==> src/rtl/platform_pkg.sv <==
// Shared types, colour codes and coil sequences for the platform dispatch stage.
// Colour decode maps the sensor's one-hot code to a rotation direction and 45-degree unit count.
package platform_pkg;

  localparam logic [5:0] COL_RED    = 6'b000001;
  localparam logic [5:0] COL_BROWN  = 6'b000010;
  localparam logic [5:0] COL_YELLOW = 6'b000100;
  localparam logic [5:0] COL_ORANGE = 6'b001000;
  localparam logic [5:0] COL_BLUE   = 6'b010000;
  localparam logic [5:0] COL_GREEN  = 6'b100000;

  typedef enum logic [1:0] {
    ST_IDLE  = 2'd0,
    ST_MOVE  = 2'd1,
    ST_DWELL = 2'd2,
    ST_DONE  = 2'd3
  } state_e;

  typedef enum logic {
    DIR_CW  = 1'b0,
    DIR_CCW = 1'b1
  } dir_e;

  // Sequence index 0 sits in the top nibble.
  localparam logic [15:0] CW_SEQ  = {4'b1000, 4'b0100, 4'b0010, 4'b0001};
  localparam logic [15:0] CCW_SEQ = {4'b0001, 4'b0010, 4'b0100, 4'b1000};

  typedef struct packed {
    logic       valid;
    dir_e       dir;
    logic [2:0] units;
  } col_decode_t;

  function automatic logic [3:0] phase_pattern(dir_e dir, logic [1:0] idx);
    logic [15:0] seq;
    logic [3:0]  pat;
    seq = (dir == DIR_CW) ? CW_SEQ : CCW_SEQ;
    case (idx)
      2'd0:    pat = seq[15:12];
      2'd1:    pat = seq[11:8];
      2'd2:    pat = seq[7:4];
      default: pat = seq[3:0];
    endcase
    return pat;
  endfunction

  function automatic col_decode_t decode_colour(logic [5:0] code);
    col_decode_t d;
    d = '{valid: 1'b0, dir: DIR_CW, units: 3'd0};
    case (code)
      COL_RED:    d = '{valid: 1'b1, dir: DIR_CW,  units: 3'd2};
      COL_BROWN:  d = '{valid: 1'b1, dir: DIR_CW,  units: 3'd3};
      COL_YELLOW: d = '{valid: 1'b1, dir: DIR_CW,  units: 3'd4};
      COL_ORANGE: d = '{valid: 1'b1, dir: DIR_CCW, units: 3'd3};
      COL_BLUE:   d = '{valid: 1'b1, dir: DIR_CCW, units: 3'd1};
      COL_GREEN:  d = '{valid: 1'b1, dir: DIR_CCW, units: 3'd2};
      default:    d = '{valid: 1'b0, dir: DIR_CW,  units: 3'd0};
    endcase
    return d;
  endfunction

endpackage

==> src/rtl/stepper_phase_gen.sv <==
// Four-phase coil sequencer: holds each phase for PHASE_CYCLES, steps through a latched phase total.
// Direction and total are captured on the cycle enable rises; last strobes in the final move cycle.
module stepper_phase_gen
  import platform_pkg::*;
#(
  parameter int unsigned PHASE_CYCLES = 97_656
) (
  input  logic        clk,
  input  logic        rst_n,
  input  logic        enable_i,
  input  logic        hold_i,
  input  dir_e        dir_i,
  input  logic [31:0] total_i,
  output logic [3:0]  coil_o,
  output logic        last_o
);

  localparam logic [31:0] CYC_LOAD = 32'(PHASE_CYCLES - 1);

  logic        active_q, active_d;
  dir_e        dir_q, dir_d;
  logic [31:0] cyc_q, cyc_d;
  logic [31:0] left_q, left_d;
  logic [1:0]  idx_q, idx_d;
  logic [3:0]  coil_q, coil_d;

  always_comb begin
    active_d = active_q;
    dir_d    = dir_q;
    cyc_d    = cyc_q;
    left_d   = left_q;
    idx_d    = idx_q;
    coil_d   = coil_q;
    if (!enable_i) begin
      active_d = 1'b0;
      cyc_d    = '0;
      left_d   = '0;
      idx_d    = '0;
      coil_d   = hold_i ? coil_q : 4'b0000;
    end else if (!active_q) begin
      active_d = 1'b1;
      dir_d    = dir_i;
      cyc_d    = CYC_LOAD;
      left_d   = total_i - 32'd1;
      idx_d    = 2'd0;
      coil_d   = phase_pattern(dir_i, 2'd0);
    end else if (cyc_q == '0) begin
      // Final phase just stays put until the controller drops enable.
      if (left_q != '0) begin
        cyc_d  = CYC_LOAD;
        left_d = left_q - 32'd1;
        idx_d  = idx_q + 2'd1;
        coil_d = phase_pattern(dir_q, idx_q + 2'd1);
      end
    end else begin
      cyc_d = cyc_q - 32'd1;
    end
  end

  always_ff @(posedge clk or negedge rst_n) begin
    if (!rst_n) begin
      active_q <= 1'b0;
      dir_q    <= DIR_CW;
      cyc_q    <= '0;
      left_q   <= '0;
      idx_q    <= '0;
      coil_q   <= '0;
    end else begin
      active_q <= active_d;
      dir_q    <= dir_d;
      cyc_q    <= cyc_d;
      left_q   <= left_d;
      idx_q    <= idx_d;
      coil_q   <= coil_d;
    end
  end

  assign coil_o = coil_q;
  assign last_o = active_q && (cyc_q == '0) && (left_q == '0);

endmodule

==> src/rtl/platform_dispatch.sv <==
// Outbound platform driver: feeder -> colour bin, dwell, then p3_on hand-off to the return stage.
// Build option PLATFORM_HOLD_EN keeps the last coil phase energised through the dwell.
//
// state    | meaning
// ST_IDLE  | coils off, waiting for start with a valid colour
// ST_MOVE  | stepping toward the bin
// ST_DWELL | parked at the bin while the M&M drops
// ST_DONE  | one-cycle p3_on hand-off, coils off
module platform_dispatch
  import platform_pkg::*;
#(
  parameter int unsigned PHASE_CYCLES = 97_656,
  parameter int unsigned STEPS_PER_45 = 32,
  parameter int unsigned DWELL_CYCLES = 25_000_000
) (
  input  logic       clk,
  input  logic       rst_n,
  input  logic       start,
  input  logic [5:0] colour,
  output logic [3:0] GPIO_1,
  output logic       busy,
  output logic       p3_on,
  output logic       err
);

  localparam logic [31:0] DWELL_LOAD = (DWELL_CYCLES == 0) ? 32'd0 : 32'(DWELL_CYCLES - 1);
  localparam state_e      ST_AFTER_MOVE = (DWELL_CYCLES == 0) ? ST_DONE : ST_DWELL;

  state_e      state_q, state_d;
  logic [31:0] dwell_q, dwell_d;
  logic        busy_q, busy_d;
  logic        p3_q, p3_d;
  logic        err_q, err_d;

  col_decode_t dec;
  logic [31:0] total;
  logic        last;
  logic        gen_en;
  logic        gen_hold;

  assign dec   = decode_colour(colour);
  assign total = 32'(dec.units) * STEPS_PER_45;

  always_comb begin
    state_d = state_q;
    dwell_d = dwell_q;
    err_d   = 1'b0;
    case (state_q)
      ST_IDLE: begin
        if (start) begin
          if (dec.valid) state_d = (total == '0) ? ST_AFTER_MOVE : ST_MOVE;
          else           err_d   = 1'b1;
        end
      end
      ST_MOVE: begin
        if (last) state_d = ST_AFTER_MOVE;
      end
      ST_DWELL: begin
        if (dwell_q == '0) state_d = ST_DONE;
        else               dwell_d = dwell_q - 32'd1;
      end
      default: state_d = ST_IDLE;
    endcase
    if (state_d == ST_DWELL && state_q != ST_DWELL) dwell_d = DWELL_LOAD;
    busy_d = (state_d != ST_IDLE);
    p3_d   = (state_d == ST_DONE);
  end

  always_ff @(posedge clk or negedge rst_n) begin
    if (!rst_n) begin
      state_q <= ST_IDLE;
      dwell_q <= '0;
      busy_q  <= 1'b0;
      p3_q    <= 1'b0;
      err_q   <= 1'b0;
    end else begin
      state_q <= state_d;
      dwell_q <= dwell_d;
      busy_q  <= busy_d;
      p3_q    <= p3_d;
      err_q   <= err_d;
    end
  end

  // Driven from next state so the coil register lines up with busy.
  assign gen_en = (state_d == ST_MOVE);
`ifdef PLATFORM_HOLD_EN
  assign gen_hold = (state_d == ST_DWELL);
`else
  assign gen_hold = 1'b0;
`endif

  stepper_phase_gen #(
    .PHASE_CYCLES(PHASE_CYCLES)
  ) u_phase_gen (
    .clk     (clk),
    .rst_n   (rst_n),
    .enable_i(gen_en),
    .hold_i  (gen_hold),
    .dir_i   (dec.dir),
    .total_i (total),
    .coil_o  (GPIO_1),
    .last_o  (last)
  );

  assign busy  = busy_q;
  assign p3_on = p3_q;
  assign err   = err_q;

endmodule

==> config.mk <==
export PLATFORM = sky130hd
export DESIGN_NAME = platform_dispatch
export DESIGN_NICKNAME = d
export VERILOG_FILES = /design/src/rtl/platform_pkg.sv /design/src/rtl/stepper_phase_gen.sv /design/src/rtl/platform_dispatch.sv
export SDC_FILE = /design/constraint.sdc
export NUM_CORES = 1
export LEC_CHECK = 0
export BUFFER_PORTS_ARGS = -buffer_cell sky130_fd_sc_hd__buf_2
export CAP_MARGIN = 40
export CORE_UTILIZATION = 40
export DETAILED_ROUTE_END_ITERATION = 8
export REMOVE_ABC_BUFFERS = 1
export SLEW_MARGIN = 30
export SYNTH_ARGS = -nofsm -noshare
export SYNTH_HDL_FRONTEND = slang
export SYNTH_SLANG_ARGS = --single-unit
==> constraint.sdc <==
create_clock -name clk -period 3.5 [get_ports clk]
set_input_delay 0.35 -clock clk [delete_from_list [all_inputs] [get_ports clk]]
set_output_delay 0.35 -clock clk [all_outputs]
set_load 0.02 [all_outputs]
Yosys cells after proc, flatten, opt, wreduce, memory -nomap -nowiden
Index checks and enable logic that the tools add are counted.
{"block": "word_totals", "ff_bits": 109, "inputBits": 9, "word_cells": 83}
{"block": "classes", "add_sub_neg": 5, "n_eq_ne": 18, "muxes": 33, "bitwise": 1, "n_reduce_logical": 15}
{"operator": "2-to-1 mux 32 bit", "n": 11}
{"operator": "logical NOT 32 bit", "n": 4}
{"operator": "subtractor 32 x 1 -> 32 bit, second input constant", "n": 3}
{"operator": "2-to-1 mux 16 bit", "n": 2}
{"operator": "nonzero test 32 bit", "n": 1}
{"operator": "case mux 5 bit (6 select lines)", "n": 1}
{"operator": "2-to-1 mux 2 bit", "n": 9}
{"operator": "2-to-1 mux 4 bit", "n": 4}
{"operator": "case mux 4 bit (3 select lines)", "n": 1}
{"operator": "subtractor 8 x 1 -> 9 bit, second input constant", "n": 1}
{"operator": "equality test 2 bit, second input constant", "n": 4}
{"operator": "equality test 2 x 1 -> 1 bit, second input constant", "n": 3}
{"operator": "equality test 6 x 1 -> 1 bit, second input constant", "n": 1}
{"operator": "equality test 6 x 2 -> 1 bit, second input constant", "n": 1}
{"operator": "equality test 6 x 3 -> 1 bit, second input constant", "n": 1}
{"operator": "equality test 6 x 4 -> 1 bit, second input constant", "n": 1}
{"operator": "equality test 6 x 5 -> 1 bit, second input constant", "n": 1}
{"operator": "equality test 6 bit, second input constant", "n": 1}
{"operator": "!= test 3 bit, second input constant", "n": 2}
{"operator": "case mux 2 bit (3 select lines)", "n": 1}
{"operator": "AND reduction 2 bit", "n": 3}
{"operator": "logical NOT 2 bit", "n": 2}
{"operator": "2-to-1 mux 1 bit", "n": 4}
{"operator": "!= test 4 bit, second input constant", "n": 1}
{"operator": "6 further kinds", "n": 9}

Longest topological paths before layout
Gate-level depths: netlist of the first run.
{"block": "logic_depth", "ltp_word": 11, "mapped_depth": 16, "ltp_nobuf": 13}

Hierarchy
A second synthesis of the first run with hierarchy kept.
{"block": "hier_totals", "hier_cells": 804, "hier_area_um2": 7159.4}
{"module": "stepper_phase_gen", "n_inst": 1, "cells_per_inst": 567, "area_each_um2": 5027.3, "seq_area_each_um2": 1801.7}
{"module": "platform_dispatch", "n_inst": 1, "cells_per_inst": 237, "area_each_um2": 2132.0, "seq_area_each_um2": 925.9}

Worst setup path before layout of the first run
OpenSTA, ideal clock, no wires.
{"block": "synth_timing", "path_type": "input-to-reg", "from": "input colour[3]", "to": "register u_phase_gen.cyc_q[28]", "setup_ps": 126, "arrival_ps": 2857, "required_ps": 3374, "slack_ps": 518, "path_stages": 16, "n_path_buf": 3, "cell_sequence": "clkbuf_1 -> xor2_1 -> o21ai_0 -> nor2_1 -> a21oi_1 -> or3_1 -> ha_1 -> ha_1 -> nor2b_1 -> nand2_1 -> a31oi_1 -> and3_1 -> buf_2 -> clkbuf_2 -> or3_1 -> a21oi_2"}
{"block": "synth_via", "elab_chain_cells": 9, "word_cells_on_any_way": 15, "cone_classes": "eq/ne (8); mux (6); reduce/logical (1)"}
{"element": "start, declared", "line_no": "platform_dispatch.sv:19", "rtl": "input logic [5:0] colour,"}
{"element": "equality test 6 bit (tied with other cells)", "line_no": "platform_pkg.sv:50", "rtl": "case (code)"}
{"element": "case mux 5 bit (6 select lines) *", "line_no": "platform_pkg.sv:50"}
{"element": "logical NOT 32 bit", "line_no": "platform_dispatch.sv:51", "rtl": "if (dec.valid) state_d = (total == '0) ? ST_AFTER_MOVE : ST_MOVE;"}
{"element": "2-to-1 mux 2 bit", "line_no": "platform_dispatch.sv:51"}
{"element": "2-to-1 mux 2 bit *", "line_no": "platform_dispatch.sv:51"}
{"element": "2-to-1 mux 2 bit *", "line_no": "platform_dispatch.sv:50", "rtl": "if (start) begin"}
{"element": "case mux 2 bit (3 select lines) *", "line_no": "platform_dispatch.sv:48", "rtl": "case (state_q)"}
{"element": "equality test 2 x 1 -> 1 bit *", "line_no": "platform_dispatch.sv:86", "rtl": "assign gen_en = (state_d == ST_MOVE);"}
{"element": "!= test 4 bit (no source line) / 2-to-1 mux 32 bit (equally long branches)"}
{"element": "end signal, assigned", "line_no": "stepper_phase_gen.sv:71", "rtl": "cyc_q <= cyc_d;"}
{"element": "end, declared", "line_no": "stepper_phase_gen.sv:22", "rtl": "logic [31:0] cyc_q, cyc_d;"}
Mark *: on every way between the ends. The rest lies on a longest branch, timed or not.
A chain may end at the register's enable or synchronous reset.

Worst setup path in the final report of the first run
{"block": "layout_timing", "from": "register u_phase_gen.left_q[25]", "to": "register u_phase_gen.idx_q[1]"}
{"block": "layout_via", "elab_chain_cells": 7, "word_cells_on_any_way": 10, "cone_classes": "eq/ne (3); mux (3); reduce/logical (4)"}
{"element": "start, declared", "line_no": "stepper_phase_gen.sv:23", "rtl": "logic [31:0] left_q, left_d;"}
{"element": "start signal, assigned", "line_no": "stepper_phase_gen.sv:72", "rtl": "left_q <= left_d;"}
{"element": "logical NOT 32 bit", "line_no": "stepper_phase_gen.sv:79", "rtl": "assign last_o = active_q && (cyc_q == '0) && (left_q == '0);"}
{"element": "logical AND 1 bit", "line_no": "stepper_phase_gen.sv:79"}
{"element": "2-to-1 mux 2 bit", "line_no": "platform_dispatch.sv:56", "rtl": "if (last) state_d = ST_AFTER_MOVE;"}
{"element": "case mux 2 bit (3 select lines)", "line_no": "platform_dispatch.sv:48"}
{"element": "equality test 2 x 1 -> 1 bit", "line_no": "platform_dispatch.sv:86"}
{"element": "!= test 3 bit (no source line)"}
{"element": "AND reduction 2 bit (no source line)"}
{"element": "end signal, assigned", "line_no": "stepper_phase_gen.sv:73", "rtl": "idx_q <= idx_d;"}
{"element": "end, declared", "line_no": "stepper_phase_gen.sv:24", "rtl": "logic [1:0] idx_q, idx_d;"}
Parallel ways exist; a longest one is shown, timed or not.

==> impl_metrics.ini, run 1 <==
[synth]
post_synthesis_sequential_element_count = 109
synth-main-ff-cell = dfrtp_1
ys_warn_count = 0
netlist-cell-type-count = 61
synth-async-reset-ratio_pct = 100
synth_enable_flop_cells = 0
avgSynthCellArea_um2 = 8.80
yosys.area.top_type = dfrtp_1
syn-cell-area_um2 = 6570
synth_sequential_area_ratio_pct = 41.5
post_synth_main_area_contributors = dfrtp_1, xor2_1, nand3_1, o21ai_0, nor2_1
yosys.area.top_type_share_pct = 41.5
post_synth_inst_count = 746

[final_layout]
post_route_cells_drive_above_1_share_pct = 10.1
insertedDiodeCount = 0
layout_overhead_on_the_synthesized_area_pct = 9.89
final_cell_area_um2 = 7210
instances_no_fill = 971
nets = 770

[power_and_ir_drop]
sw_frac_of_total_pct = 34.2
power_density_nw_per_um2 = 482
share_comb_of_total_power_pct = 25.0
clock_power_share_pct = 30.1
power_frac_seq_pct = 45.0
cellLeakagePower_nw = 3.20
vdd_drop_max_v = 0.000353
cellInternalPower_mw = 2.29
p_sw_mw = 1.19

[detailed_routing]
detail_route.wl_per_cell_um = 17.1
totalWireLength_um = 16600
remaining_drc_errors = 0
dr.first_iter.drc_count = 479
detail_route.first_pass.iterations = 4
via_per_inst = 5.91
ant_nets = 0
num_vias = 5736

[placed_design]
dp_hpwl_um = 11200
placed_area_um2 = 6920
gp_congestion = 0.835
portBuffers = 15
placedCellCount = 955

[global_route]
gr-usage-met1_pct = 29.1
groute.layer.met2.usage_pct = 33.0
gr-usage-all-layers_pct = 20.9
grt_overflow_total = 0
top_usage_layer = met2
grt_first_pass_wirelength_um = 27800
grt_max_degree = 49
first_global_vias = 5500
antenna_found_initial = 0
groute.layer.met3.usage_pct = 4.14

[floorplan]
std_cell_rows = 46
chipHeight_um = 130
floorplan.die.width_um = 130
dieArea_um2 = 16900
floorplan.initialDensity_pct = 41.2
ios = 16
core-area_um2 = 15900

[setup_path]
worst_setup_path_end_kind = flip-flop
worst-endpoint-required_ps = 3710
setup.worst_path.start_class = flip-flop
timing.critical_path.arrival_ps = 3270
critPathBufInv = 1
critPathTopFamily = simple AND/OR/NAND/NOR gates
critPathMaxFanout = 8
path_class = reg -> reg
cpMaxStageDelayCell = o21ai_1
timing.rr.start = u_phase_gen.left_q[25]
cp_cell_sequence = or4_1, nor4bb_1, buf_4, and4_1, a21oi_1, o21ai_1, nor2_1
max_stage_delay_ps = 600
setup.worst_path.start = u_phase_gen.left_q[25]

[timing]
timing.clock.skew_ps = 7.77
max_freq_ghz = 0.327
totalNegativeSetupSlack_ps = 0
rsz0062_at_grt = no
finalHoldViolations = 0
layout_worst_path_cycle_share_pct = 87.3
worst_slew_margin_rel_pct = 47.3
setup_viol_count_final = 0
layout_min_cycle_time_ps = 3060
max_slew.worst_pin.slew_ps = 780
fin_worst_hold_slack_ps = 286
finalMaxSlewViolations = 0

[clock_tree]
cts.root.buffer_cell = clkbuf_16
cts_tree = built
post_cts_resized = 0
cts_htree_levels = 3
holdBufCountCts = 1
worstSkewPairLatency_ps = 360
tritoncts_buffer_count = 9
cts_sinks = 109
cts-root-to-sink-buffers = 2
cts_post_setup_buffers_inserted = 0
cts.clk_slew.worst_paths_ps = 70

[hold_path]
worst_hold_startpoint = start
min-delay-path-class = in -> reg

[job]
max-cap-violations = 0

[outcome]
result_of_the_run = completed
==> sequential cells by signal (all words and copies together), names as in the netlist <==
signal                cells
busy                      1
dwell_q                  32
err                       1
p3_on                     1
state_q                   2
u_phase_gen.active_q      1
u_phase_gen.coil_o        4
u_phase_gen.cyc_q        32
u_phase_gen.dir_q         1
u_phase_gen.idx_q         2
u_phase_gen.left_q       32
==> path summary, 6_finish.rpt <==
path	cells past startpoint	slack, ps	to
worst max-delay path	7	440	u_phase_gen.idx_q[1]
worst min-delay path	3	290	err
worst max register to register	7	440	u_phase_gen.idx_q[1]
worst min register to register	2	520	u_phase_gen.coil_o[1]
max in group asynchronous	3	2540	u_phase_gen.idx_q[0]
min in group asynchronous	2	410	dwell_q[3]
==> cells by family (layout without fill, tap and decap cells) <==
| family | after synthesis | count (layout) | synth area share (%) |
|---|---|---|---|
| muxes | 7 | 7 | 1.12 |
| and+or+nand+nor | 315 | 315 | 26.4 |
| DFF | 109 | 109 | 41.5 |
| AOI/OAI and AO/OA | 183 | 183 | 18.5 |
| buffers and inverters | 81 | 90 | 5.09 |
| xor gates and xnor gates | 41 | 41 | 5.47 |
| adders and majority gates | 10 | 10 | 1.91 |
==> power by group through the flow <==
stage                     Combinational, mW  Clock [mW]  Sequential (mW)
after CTS                             0.863        1.07             1.56
final                                 0.869        1.05             1.57
after detailed placement              0.856           0             1.59
after floorplan                       0.590           0             1.55
after global placement                0.833           0             1.57
after global routing                  0.966        1.11             1.59
==> stage by stage <==
step | setup slack [ps] | utilization, % | power, mW
after global placement | 475 | 43.2 | 2.40
after CTS | 400 | 45.3 | 3.50
final | 445 | 45.3 | 3.48
after detailed placement | 428 | 43.4 | 2.44
after global routing | 206 | 45.3 | 3.67
after floorplan | -582 | - | 2.14
==> placed cells by master (no fill, tap or decap), types with 4 or more instances in the layout <==
cell type  Yosys  layout
dfrtp_1      109     109
nor2_1        57      57
nand2_1       55      55
o21ai_0       45      45
nand3_1       45      45
a21oi_1       38      38
inv_1         38      38
xor2_1        28      28
nor3_1        23      23
or3_1         22      22
or4_1         20      20
buf_4          2      20
nor4_1        19      19
o31ai_1       19      19
nand4_1       18      18
o221ai_1      18      18
buf_2         11      14
xnor2_1       13      13
o211ai_1      10      10
ha_1          10      10
nand2b_1       9       9
clkbuf_16      0       9
o2111ai_1      8       8
a31oi_1        7       7
a211oi_1       7       7
and3_1         6       6
o41ai_1        6       6
nor3b_1        5       5
nor2b_1        5       5
a21o_1         5       5
mux2i_1        4       4
==> tightest hold or removal path: stages <==
cell and delay (ps):
buf_2 130, nand2_1 60, nor4_1 70
==> Yosys cell counts, drive strengths merged, types with 2 or more instances <==
library cell and instances:
a211o 3, a211oi 8, a21o 5, a21oi 41, a31oi 7, and2 2
and3 6, and4 3, and4b 2, buf 14, clkbuf 29, dfrtp 109
ha 10, inv 38, mux2 3, mux2i 4, nand2 55, nand2b 9
nand3 45, nand4 19, nand4b 3, nor2 58, nor2b 5, nor3 24
nor3b 5, nor4 22, nor4b 3, nor4bb 2, o2111ai 8, o211ai 10
o21a 2, o21ai 48, o21ba 2, o21bai 2, o221ai 18, o31a 2
o31ai 19, o41ai 6, or2 4, or3 23, or4 22, or4b 2
xnor2 13, xor2 28
==> metal layers <==
| metal | part of all wire (%) | wire, µm | vias up |
|---|---|---|---|
| li1 | - | - | 2767 |
| met1 | 50 | 8210 | 2829 |
| met2 | 45 | 7500 | 126 |
| met3 | 3.9 | 652 | 14 |
| met4 | 1.2 | 199 | 0 |
| met5 | 0 | 0 | - |
==> layout make-up <==
class,count,area (µm²)
multi-input combinational,556,3510
inverter,38,143
timing repair buffer,37,278
clock inverter,5,60.1
fill,1547,8730
sequential,109,2730
tap,216,270
clock buffer,10,229
Power figures use the tool's default switching activity.
==> run 2, diff against run 1 <==
- SYNTH_HIERARCHICAL: unset -> 1
==> run 2 against run 1 <==
Effect of this change: clock skew up 6.0 ps; non-clock buffer count is 7 higher; critical path type unchanged; synthesized cell count increased by 7.8%; highest routed layer unchanged; register-to-register slack lost 180 ps; sequential share of layout area shrank 4.6 points; flip-flop and latch count unchanged; largest power group is now combinational cells; final cell count is 18% higher.
==> impl_metrics.ini, run 2 <==
[clock_tree]
tritoncts_buffer_count = 9
worstSkewPairLatency_ps = 360
cts_sinks = 109
cts_htree_levels = 3
cts-root-to-sink-buffers = 2
cts.root.buffer_cell = clkbuf_16
cts.clk_slew.worst_paths_ps = 80
cts_post_setup_buffers_inserted = 0
cts_tree = built

[floorplan]
chipHeight_um = 136
dieArea_um2 = 18400
ios = 16
floorplan.initialDensity_pct = 41.1
std_cell_rows = 48
floorplan.die.width_um = 136
core-area_um2 = 17400

[timing]
finalMaxSlewViolations = 0
timing.clock.skew_ps = 13.8
layout_worst_path_cycle_share_pct = 92.3
max_freq_ghz = 0.310
finalHoldViolations = 0
totalNegativeSetupSlack_ps = 0
postLayoutSetupSlackWorst_ps = 269
max_slew.worst_pin.slew_ps = 854
rsz0062_at_grt = no
setup_viol_count_final = 0
layout_min_cycle_time_ps = 3230
worst_slew_margin_rel_pct = 42.6

[synth]
ys_warn_count = 6
synth_sequential_area_ratio_pct = 38.1
post_synthesis_sequential_element_count = 109
synth_simple_gate_area_share_pct = 30.3
avgSynthCellArea_um2 = 8.90
syn-cell-area_um2 = 7160
synth_enable_flop_cells = 0
synth-main-ff-cell = dfrtp_1
netlist_top_cells_count = dfrtp_1, nor2_1, nand2_1, nor3_1
yosys.area.top_type_share_pct = 38.1
synth_mux_area_share_pct = 2.87
netlist-cell-type-count = 78
post_synth_main_area_contributors = dfrtp_1, xor2_1, nor2_1, xnor2_1, nor3_1
synth_xor_xnor_area_share_pct = 8.07
synth_top_family_by_area = simple AND/OR/NAND/NOR gates
yosys.area.top_type = dfrtp_1
synth-async-reset-ratio_pct = 100
post_synth_fa_ha_maj_area_fraction_pct = 1.36
compound_cell_area_share_of_the_yosys_netlist_pct = 16.2
synth.most_common_cell = dfrtp_1
post_synth_inst_count = 804

[global_route]
antenna_found_initial = 0
grt_overflow_total = 0
grt_first_pass_wirelength_um = 29900
grt_max_degree = 59
first_global_vias = 5791
gr-usage-all-layers_pct = 20.7

[setup_path]
critPathMaxFanout = 6
worst_setup_path_end_kind = flip-flop
setup.worst_path.start = u_phase_gen/cyc_q[1]
r2r_end = u_phase_gen/cyc_q[17]
critPathBufInv = 2
setup.worst_path.start_class = flip-flop
r2r_setup_slack_ps = 270
cp_cell_sequence = inv_1, ha_1, or3b_2, nor4_1, nand4_1, nor3_2, nor2_1, a31o_2, clkinv_1, nor2_1, and4_1, o21ai_0, o41ai_1
cpMaxStageDelayCell = or3b_2
timing.rr.start = u_phase_gen/cyc_q[1]
path_class = reg -> reg
crit_end = u_phase_gen/cyc_q[17]
max_stage_delay_ps = 480
critPathTopFamily = simple AND/OR/NAND/NOR gates
worstRegToRegCells = 13
most_numerous_cell_on_the_critical_path = nor2_1
timing.critical_path.arrival_ps = 3470
cp_num_cells = 13
worst-endpoint-required_ps = 3740

[hold_path]
min-delay-path-class = in -> reg

[detailed_routing]
ant_nets = 0
totalWireLength_um = 17700
remaining_drc_errors = 0
detail_route.wl_per_cell_um = 15.5
via_per_inst = 5.48
detail_route.first_pass.iterations = 4
dr.first_iter.drc_count = 383
num_vias = 6248

[final_layout]
post_route_cells_drive_above_1_share_pct = 10.7
insertedDiodeCount = 0
layout_overhead_on_the_synthesized_area_pct = 14.7
nets = 927
final_cell_area_um2 = 8210
reg.largest.list = dwell_q (32), u_phase_gen/cyc_q (32), u_phase_gen/left_q (32)
layout_common_cells = dfrtp_1, conb_1, nor2_1
final_common_cell = dfrtp_1

[power_and_ir_drop]
cellLeakagePower_nw = 3.47
power_density_nw_per_um2 = 595
vdd_drop_max_v = 0.000334

[placed_design]
gp_congestion = 0.806
portBuffers = 15
placed_area_um2 = 7890
post_place_setup_slack_ps = 135
dp_hpwl_um = 12600

[job]
max-cap-violations = 0

[outcome]
result_of_the_run = completed
-- run 2: changes by cell type in the layout (fill, tap and decap cells not counted), sizes merged, moves of 9 or more --
| cell | delta |
|---|---|
| nand3 | -15 |
| o211ai | +10 |
| o221ai | -17 |
| nor4 | +11 |
| nor3 | +38 |
| mux2i | +12 |
| nor2 | +20 |
| inv | -27 |
| xnor2 | +19 |
| o21ai | -17 |
| o31ai | -9 |
| conb | +90 |
-- run 2: cell type report --
class / count / area (µm²)
timing repair buffer: 44 / 323
fill: 1760 / 9210
clock inverter: 5 / 46.3
tap: 225 / 282
clock buffer: 11 / 233
sequential: 109 / 2730
inverter: 10 / 37.5
multi-input combinational: 737 / 4560
-- run 2: layer usage --
layer	part of all wire [%]	GRT usage, %
met1	51	29.7
met2	45	31.7
met3	2.4	3.22
met4	1.6	6.62
met5	0	0
-- run 2: worst min-delay path by stage --
| stage | depth (start not counted) | endpoint | start | slack [ps] |
|---|---|---|---|---|
| floorplan | 0 | busy | rst_n | 50 |
| global placement | 1 | u_phase_gen/coil_o[2] | rst_n | 460 |
| detailed placement | 1 | u_phase_gen/coil_o[2] | rst_n | 460 |
| CTS | 1 | u_phase_gen/coil_o[2] | rst_n | 60 |
| global route | 3 | err | start | 210 |
| finish | 3 | err | start | 210 |
-- run 2: kinds of logic (layout without fill, tap and decap cells) --
logic type	Yosys count	in the layout
other cells	1	90
flops	109	109
simple gates	385	385
xor+xnor	66	66
buf+inv	47	70
fa+ha+maj	8	8
mux	20	20
compound gates	168	168
-- run 2: worst min-delay path, cell delays in order --
cell and delay (ps):
buf_2 110, nand2_1 50, nor2_1 40
-- run 2: repair_timing --
action                                  in CTS  in global routing
hold endpoints to repair                     0                 21
gates resized for setup                      0                  2
hold buffers                                 0                  1
endpoints found under the setup margin       0                 19
-- run 2: power breakdown --
| part | switching [mW] | internal, mW | leakage, nW |
|---|---|---|---|
| Clock | 0.522 | 0.501 | 0.137 |
| Sequential | 0.360 | 1.54 | 1.45 |
| Combinational | 1.12 | 0.839 | 1.88 |
| Total | 2.00 | 2.88 | 3.47 |
-- run 2: per-stage QoR --
| step | power, mW | hold WS (ps) | cells | util [%] |
|---|---|---|---|---|
| CTS | 4.90 | 59.4 | 1138 | 46.9 |
| detailed placement | 3.86 | 460 | 1122 | 45.3 |
| floorplan | 3.22 | 54.4 | 856 | - |
| global route | 5.24 | 214 | 1141 | 47.1 |
| global placement | 3.83 | 458 | 1122 | 45.3 |
| finish | 4.88 | 214 | 1141 | 47.1 |
==> run 3, diff against run 2 <==
==> constraint.sdc (replaced) <==
create_clock -name clk -period 3.5 [get_ports clk]
set_input_delay 0.7 -clock clk [delete_from_list [all_inputs] [get_ports clk]]
set_output_delay 0.7 -clock clk [all_outputs]
set_load 0.02 [all_outputs]
==> run 3 against run 2 <==
Effect of this change: power up 1.0%; largest power group unchanged; critical endpoint is now u_phase_gen/coil_o[2]; maximum frequency rose by 2.9%; via count shrank 0.62%; critical path type unchanged; highest routed layer unchanged; cell area rose by 1.4%; first-iteration DRC count decreased by 35%; count of clock-buffer cells in the layout fell by 1; critical path depth decreased by 2; sequential share of layout area shrank 0.45 points; core utilization is 0.65 points higher.
==> impl_metrics.ini, run 3 (synthesis results as in run 2) <==
[setup_path]
cp_cell_sequence = or4_1, nor4_1, nand4_1, nor3_1, nor2_1, a31o_2, clkinv_1, nor2_1, buf_4, a22o_1, a32o_1
worst-endpoint-required_ps = 3750
setup.worst_path.start_class = flip-flop
worst_setup_path_end_kind = flip-flop
most_numerous_cell_on_the_critical_path = nor2_1
path_class = reg -> reg
max_stage_delay_ps = 610
timing.critical_path.arrival_ps = 3390
crit_end = u_phase_gen/coil_o[2]
r2r_setup_slack_ps = 360
worstRegToRegCells = 11
critPathMaxFanout = 9
setup.worst_path.start = u_phase_gen/cyc_q[5]
timing.rr.start = u_phase_gen/cyc_q[5]
r2r_end = u_phase_gen/coil_o[2]
cpMaxStageDelayCell = or4_1

[clock_tree]
cts_htree_levels = 3
post_cts_resized = 0
cts_sinks = 109
holdBufCountCts = 0
cts_tree = built
tritoncts_buffer_count = 9
cts.root.buffer_cell = clkbuf_16
worstSkewPairLatency_ps = 370
cts_post_setup_buffers_inserted = 0
cts-root-to-sink-buffers = 2
cts.clk_slew.worst_paths_ps = 80

[detailed_routing]
num_vias = 6209
via_per_inst = 5.36
remaining_drc_errors = 0
ant_nets = 0
dr.first_iter.drc_count = 250
totalWireLength_um = 17700
detail_route.first_pass.iterations = 5
detail_route.wl_per_cell_um = 15.3

[global_route]
grt_overflow_total = 0
grt_max_degree = 62
antenna_found_initial = 0
gr-usage-all-layers_pct = 20.5
first_global_vias = 5846
grt_first_pass_wirelength_um = 29800

[timing]
worst_slew_margin_rel_pct = 51.6
max_freq_ghz = 0.318
totalNegativeSetupSlack_ps = 0
layout_min_cycle_time_ps = 3140
max_slew.worst_pin.slew_ps = 724
setup_viol_count_final = 0
finalMaxSlewViolations = 0
rsz0062_at_grt = no
layout_worst_path_cycle_share_pct = 89.7
finalHoldViolations = 0
timing.clock.skew_ps = 21.7
fin_worst_hold_slack_ps = 128

[power_and_ir_drop]
p_sw_mw = 2.01
share_comb_of_total_power_pct = 41.2
cellLeakagePower_nw = 3.55
cellInternalPower_mw = 2.92
sw_frac_of_total_pct = 40.8
power_frac_seq_pct = 38.4
clock_power_share_pct = 20.4
vdd_drop_max_v = 0.000299
power_density_nw_per_um2 = 592

[final_layout]
layout_common_cells = dfrtp_1, conb_1, nor2_1
fillerInstances = 1720
insertedDiodeCount = 0
post_route_cells_drive_above_1_share_pct = 12.4
reg.largest.list = dwell_q (32), u_phase_gen/cyc_q (32), u_phase_gen/left_q (32)
final_common_cell = dfrtp_1
layout_overhead_on_the_synthesized_area_pct = 16.3
nets = 945

[floorplan]
dieArea_um2 = 18400
chipHeight_um = 136
floorplan.die.width_um = 136
std_cell_rows = 48
floorplan.initialDensity_pct = 41.1
core-area_um2 = 17400
ios = 16

[hold_path]
min-delay-path-class = in -> async

[placed_design]
portBuffers = 15
gp_congestion = 0.802
dp_hpwl_um = 12600

[outcome]
result_of_the_run = completed

[job]
max-cap-violations = 0
==> run 3: cell count changes in the layout (fill, tap and decap cells not counted), sizes merged <==
cell / change
dlygate4sd3: -1
buf: +19
clkbuf: -1
clkinv: +1
==> run 3: routing by layer <==
metal | vias up | track usage [%] | share of wire (%)
li1 | 3193 | - | -
met4 | 0 | 3.62 | 0.64
met2 | 72 | 32.8 | 46
met5 | - | 0 | 0
met3 | 6 | 3.85 | 2.9
met1 | 2938 | 29.0 | 51
==> run 3: power groups by stage <==
stage / registers [mW] / clock network, mW / logic (mW)
after floorplan: 1.87 / 0 / 1.35
after CTS: 1.89 / 1.05 / 2.03
after detailed placement: 1.91 / 0 / 2.02
after global placement: 1.91 / 0 / 2.01
final: 1.90 / 1.01 / 2.03
after global routing: 1.95 / 1.09 / 2.27
==> run 3: worst min path at each step <==
stage	end	depth (start not counted)	slack (ps)
CTS	u_phase_gen/coil_o[1]	1	110
detailed placement	u_phase_gen/coil_o[1]	1	480
global route	u_phase_gen/coil_o[3]	1	110
floorplan	busy	0	400
global placement	u_phase_gen/coil_o[1]	1	480
finish	u_phase_gen/coil_o[1]	1	130
==> run 3: cell type report <==
type / count / area (µm²) / share of cell area (%)
flip-flops and latches: 109 / 2730 / 32.8
well taps: 225 / 282 / 3.38
multi-input cells: 737 / 4550 / 54.7
clock buffers: 10 / 229 / 2.75
inverters: 10 / 37.5 / 0.451
clock inverters: 6 / 51.3 / 0.616
repair buffers: 62 / 443 / 5.32
==> run 3: through the flow <==
step / worst slack [ps] / util (%) / std cells / power [mW] / area [µm²]
CTS: 329 / 47.8 / 1158 / 4.97 / 8320
global placement: 115 / 46.1 / 1142 / 3.92 / 8040
global route: 60.1 / 47.8 / 1159 / 5.31 / 8320
floorplan: -1100 / - / 856 / 3.22 / 7310
finish: 360 / 47.8 / 1159 / 4.93 / 8320
detailed placement: 68.6 / 46.1 / 1142 / 3.94 / 8040
==> run 3: critical path: cells and delay by family, from the launching register on <==
| family | cells | cell delay (ps) |
|---|---|---|
| buffers and inverters | 2 | 270 |
| AND/OR/NAND/NOR | 6 | 1680 |
| flip-flops | 1 | 410 |
| AO/OA/AOI/OAI | 3 | 670 |
